[src/rtl/uart_prog_loader.sv]
// uart_prog_loader: UART 8N1 receiver that loads a length-prefixed image into RAM from address 0, then releases the CPU.
// Define LOADER_CHECKSUM_EN to require a trailing checksum byte (data sum + S == 0) before cpu_run.
module uart_prog_loader #(
  parameter int CLKS_PER_BIT = 104,
  parameter int ADDR_W = 8
) (
  input  logic              clk,
  input  logic              rst,
  input  logic              rx,
  output logic              mem_we,
  output logic [ADDR_W-1:0] mem_addr,
  output logic [7:0]        mem_wdata,
  output logic              cpu_run,
  output logic              busy,
  output logic              err
);
  localparam int CW = $clog2(CLKS_PER_BIT);
  localparam int NW = ADDR_W + 1;
  localparam logic [CW-1:0] HALF = CW'(CLKS_PER_BIT / 2 - 1);
  localparam logic [CW-1:0] FULL = CW'(CLKS_PER_BIT - 1);
  typedef enum logic [1:0] {RX_IDLE, RX_START, RX_DATA, RX_STOP} rx_t;
`ifdef LOADER_CHECKSUM_EN
  typedef enum logic [1:0] {L_LEN, L_DATA, L_DONE, L_SUM} ld_t;
  localparam ld_t L_END = L_SUM;
`else
  typedef enum logic [1:0] {L_LEN, L_DATA, L_DONE} ld_t;
  localparam ld_t L_END = L_DONE;
`endif
  rx_t r_state, r_next;
  ld_t l_state, l_next;
  logic rx_m, rx_s, rx_d;
  logic [CW-1:0] clk_cnt;
  logic [2:0] bit_cnt;
  logic [7:0] shift, sum, sum_chk;
  logic [NW-1:0] cnt;
  logic half, full, rx_valid, frame_err, take_len, take_data, last_we;
  assign half = clk_cnt == HALF;
  assign full = clk_cnt == FULL;
  assign rx_valid = r_state == RX_STOP && full && rx_s;
  // Once the image is complete the line is ignored, so late framing errors must not raise err.
  assign frame_err = r_state == RX_STOP && full && !rx_s && l_state != L_DONE;
  assign take_len = rx_valid && l_state == L_LEN;
  assign take_data = rx_valid && l_state == L_DATA;
  assign last_we = mem_we && cnt == NW'(1);
  assign sum_chk = sum + shift;
  assign cpu_run = l_state == L_DONE;
`ifdef LOADER_CHECKSUM_EN
  assign busy = l_state == L_DATA || l_state == L_SUM;
`else
  assign busy = l_state == L_DATA;
`endif
  always_ff @(posedge clk) begin
    if (rst) {rx_m, rx_s, rx_d} <= 3'b111;
    else {rx_m, rx_s, rx_d} <= {rx, rx_m, rx_s};
  end
  always_comb begin
    r_next = r_state;
    case (r_state)
      RX_IDLE:  r_next = (rx_d && !rx_s) ? RX_START : RX_IDLE;
      RX_START: r_next = !half ? RX_START : rx_s ? RX_IDLE : RX_DATA;
      RX_DATA:  r_next = (full && bit_cnt == 3'd7) ? RX_STOP : RX_DATA;
      default:  r_next = full ? RX_IDLE : RX_STOP;
    endcase
  end
  always_ff @(posedge clk) begin
    if (rst) begin
      r_state <= RX_IDLE;
      clk_cnt <= '0;
      bit_cnt <= '0;
      shift <= '0;
    end else begin
      r_state <= r_next;
      clk_cnt <= (r_next != r_state || r_state == RX_IDLE || full) ? '0 : clk_cnt + CW'(1);
      if (r_state == RX_START) bit_cnt <= '0;
      if (r_state == RX_DATA && full) begin
        shift <= {rx_s, shift[7:1]};
        bit_cnt <= bit_cnt + 3'd1;
      end
    end
  end
  always_comb begin
    l_next = l_state;
    if (frame_err) l_next = L_LEN;
    else
      case (l_state)
        L_LEN:  l_next = rx_valid ? L_DATA : L_LEN;
        L_DATA: l_next = last_we ? L_END : L_DATA;
`ifdef LOADER_CHECKSUM_EN
        L_SUM:  l_next = !rx_valid ? L_SUM : sum_chk == 8'h00 ? L_DONE : L_LEN;
`endif
        default: l_next = l_state;
      endcase
  end
  // mem_addr is the write pointer itself: it advances in the cycle after each write pulse.
  always_ff @(posedge clk) begin
    if (rst) begin
      l_state <= L_LEN;
      mem_we <= 1'b0;
      mem_addr <= '0;
      mem_wdata <= '0;
      cnt <= '0;
      sum <= '0;
      err <= 1'b0;
    end else begin
      l_state <= l_next;
      mem_we <= take_data;
      if (take_data) begin
        mem_wdata <= shift;
        sum <= sum_chk;
      end
      if (mem_we) begin
        mem_addr <= mem_addr + ADDR_W'(1);
        cnt <= cnt - NW'(1);
      end
      if (take_len) begin
        cnt <= shift == 8'h00 ? NW'(1 << ADDR_W) : NW'(shift);
        mem_addr <= '0;
        sum <= '0;
        err <= 1'b0;
      end
      if (frame_err) err <= 1'b1;
`ifdef LOADER_CHECKSUM_EN
      if (rx_valid && l_state == L_SUM && sum_chk != 8'h00) err <= 1'b1;
`endif
    end
  end
endmodule

[config.mk]
export PLATFORM = sky130hd
export DESIGN_NAME = uart_prog_loader
export DESIGN_NICKNAME = d
export VERILOG_FILES = /design/src/rtl/uart_prog_loader.sv
export SDC_FILE = /design/constraint.sdc
export NUM_CORES = 1
export LEC_CHECK = 0
export ABC_AREA = 1
export BUFFER_PORTS_ARGS = -buffer_cell sky130_fd_sc_hd__buf_2
export CAP_MARGIN = 20
export CORE_UTILIZATION = 39
export CTS_CLUSTER_DIAMETER = 100
export DETAILED_ROUTE_END_ITERATION = 12
export GPL_TIMING_DRIVEN = 0
export SYNTH_ARGS = -nofsm -noshare
export SYNTH_HDL_FRONTEND = slang
export SYNTH_SLANG_ARGS = --single-unit
[constraint.sdc]
create_clock -name clk -period 2.85 [get_ports clk]
set_input_delay 0.285 -clock clk [delete_from_list [all_inputs] [get_ports clk]]
set_output_delay 0.285 -clock clk [all_outputs]
set_load 0.01 [all_outputs]
==> flow_metrics.py <==
metrics = {
    "global_route": {
        "grt_pass1_vias": 1937,
        "grt_start_max_net_pins": 18,
        "overflow": 0,
        "grt_pass1_wl_microns": 8710,
        "antenna_found_initial": 0,
        "grt_util_all_layers": 0.168,
    },
    "floorplanning": {
        "fp.dieArea_sq_um": 6630,
        "die_h_microns": 81.4,
        "io_pins": 23,
        "rows": 28,
        "die_w_microns": 81.4,
        "core_area_sq_um": 5990,
        "initial_utilization": 0.410,
    },
    "clocking": {
        "clkTransAtPathRegs_ns": 0.09,
        "cts_buffers": 5,
        "root_buffer": "clkbuf_8",
        "postCtsResizedCells": 0,
        "cts_setup_buffers": 0,
        "cts_tree": "yes",
        "cts_max_path_buffers": 2,
        "hold_buffers": 0,
        "clock_latency_ns": 0.31,
        "cts.sinks": 52,
        "cts.htree.levels": 2,
    },
    "setup_path": {
        "crit_path_end_kind": "flip-flop",
        "cp_top_family": "simple AND/OR/NAND/NOR gates",
        "path_class": "flip-flop to flip-flop",
        "critical_path_required_ns": 3.03,
        "critPathBufInv": 0,
        "setup.worst_path.start_class": "flip-flop",
        "crit_path_max_incr_delay_ns": 0.37,
        "worst_path_max_delay_cell": "dfxtp_1",
        "crit_fanout": 9,
        "arrival_ns": 2.02,
        "path_cells": "ha_1 > nand3_1 > nor2_1 > nand4_2 > nand2_1 > nor3b_1",
    },
    "sta": {
        "finalCritPeriodShare": 0.644,
        "report.final.slew_viol_count": 0,
        "slew_headroom": 0.570,
        "fin_skew_ns": 0.0134,
        "worstMarginPinSlew_ns": 0.643,
        "tns_ns": 0,
        "finalWorstSetupSlack_ns": 1.01,
        "setup_viol_count_final": 0,
        "fmax_mhz": 545,
        "rsz0062_at_grt": "false",
        "final_hold_viol_count": 0,
        "period_needed_ns": 1.84,
    },
    "final_layout": {
        "num-fill-cells": 622,
        "fin_cells": 440,
        "drive_gt1_frac": 0.132,
        "n_antenna_cell": 0,
        "register_area_sq_um": 1040,
        "fin_nets": 373,
        "finish.utilization": 0.460,
        "area_growth_pct": 12.0,
        "multi_input_area_sq_um": 1240,
        "fin_area_sq_um": 2750,
    },
    "synth": {
        "netlist-cell-type-count": 26,
        "yosys-top-cells-area": "dfxtp_1 42%, nand3_1 9.4%, nand2_1 8.7%, nor2_1 6.7%, inv_1 5.8%",
        "yosys.area.top_type": "dfxtp_1",
        "netlist.area_leader.share": 0.423,
        "ys_seq_area_frac": 0.423,
        "avgSynthCellArea_sq_um": 7.34,
        "syn-num-nets": 344,
        "synth_area_sq_um": 2460,
        "syn_inst": 335,
        "synth-edff-count": 0,
        "async_flop_share": 0,
        "yosysWarnings": 0,
        "ys.flop_type": "dfxtp_1",
        "post-synth-top-count-cell": "nand2_1",
        "synth.top_cells.by_count": "57 x nand2_1, 52 x dfxtp_1, 46 x nand3_1",
        "synth_seq_cells": 52,
    },
    "route": {
        "totalWireLength_microns": 5070,
        "vias_per_cell": 4.92,
        "final_antenna_net_count": 0,
        "drt-pass1-iter-count": 4,
        "wire_per_inst_microns": 11.5,
        "drt_iter0_drc": 104,
        "drc": 0,
        "via_count": 2166,
    },
    "place": {
        "place_ws_ns": 1.01,
        "numPortBuffers": 22,
        "dp_hpwl_microns": 3820,
        "dp_cells": 432,
        "dpl_cell_area_sq_um": 2660,
        "gp_congestion": 0.831,
    },
    "run_status": {
        "status": "finished clean",
    },
    "hold_path": {
        "hp-class": "input port to flip-flop",
    },
    "pwr": {
        "power_density_nw_per_um2": 429,
        "p_leak_nw": 1.22,
        "ir_worst_vdd_uv": 296,
    },
    "flow_run": {
        "cap_viol_max_count": 0,
    },
}
where the power goes:
part,switching [mW],total (mW),leakage [nW],internal (mW)
Sequential,0.00171,0.731,0.419,0.729
Combinational,0.0200,0.0269,0.749,0.00683
Clock,0.248,0.425,0.0485,0.176
stage by stage:
step / hold slack [ns] / power (mW)
floorplan: 0.354 / 0.766
global placement: 0.394 / 0.775
detailed placement: 0.392 / 0.775
CTS: 0.151 / 1.20
global route: 0.153 / 1.23
finish: 0.161 / 1.18
per-layer routing:
layer	track usage	wire, microns
met2	0.284	2370
met4	0.0536	31
met3	0.0281	115
met5	0	0
met1	0.215	2550
registers in the layout (all words and copies together), names as in the netlist:
register / flops
cnt: 9
mem_addr: 8
mem_wdata: 8
shift: 8
clk_cnt: 7
bit_cnt: 3
l_state: 2
r_state: 2
err: 1
mem_we: 1
rx_d: 1
rx_m: 1
rx_s: 1
final timing paths:
| path | start | endpoint | slack (ns) | cells after the start |
|---|---|---|---|---|
| worst min register to register | rx_m | rx_s | 0.42 | 1 |
| worst max-delay path | clk_cnt[0] | mem_addr[2] | 1.01 | 6 |
| worst max register to register | clk_cnt[0] | mem_addr[2] | 1.01 | 6 |
| worst min-delay path | rx | rx_m | 0.16 | 2 |
final cells by class:
| cell class | count | share of cell area |
|---|---|---|
| buffer | 7 | 0.0109 |
| clock inverter | 3 | 0.00818 |
| tap | 75 | 0.0341 |
| timing repair buffer | 22 | 0.0400 |
| inverter | 40 | 0.0545 |
| sequential | 52 | 0.378 |
| multi-input combinational | 236 | 0.449 |
| clock buffer | 5 | 0.0250 |
cells in the final DEF, fill, tap and decap left out, types with 3 or more instances in the layout:
| cell | n |
|---|---|
| ha_1 | 6 |
| xnor2_1 | 7 |
| nor3b_1 | 3 |
| inv_1 | 38 |
| buf_2 | 25 |
| nor3_1 | 5 |
| xor2_1 | 5 |
| nand4_1 | 13 |
| a21oi_1 | 23 |
| nor2_1 | 44 |
| nand3_1 | 46 |
| or2_2 | 3 |
| o21ai_0 | 13 |
| clkbuf_8 | 5 |
| dfxtp_1 | 52 |
| nand2_1 | 57 |
kinds of logic (layout without fill, tap and decap cells):
family / count (synthesis) / count (layout) / share of synthesized area
XOR/XNOR: 12 / 12 / 0.0427
buffers and inverters: 47 / 77 / 0.0733
flip-flops: 52 / 52 / 0.423
adder cells (fa/ha/maj): 6 / 6 / 0.0305
AO/OA/AOI/OAI: 36 / 36 / 0.0733
AND/OR/NAND/NOR: 182 / 182 / 0.357
(Power assumes the default switching activity.)
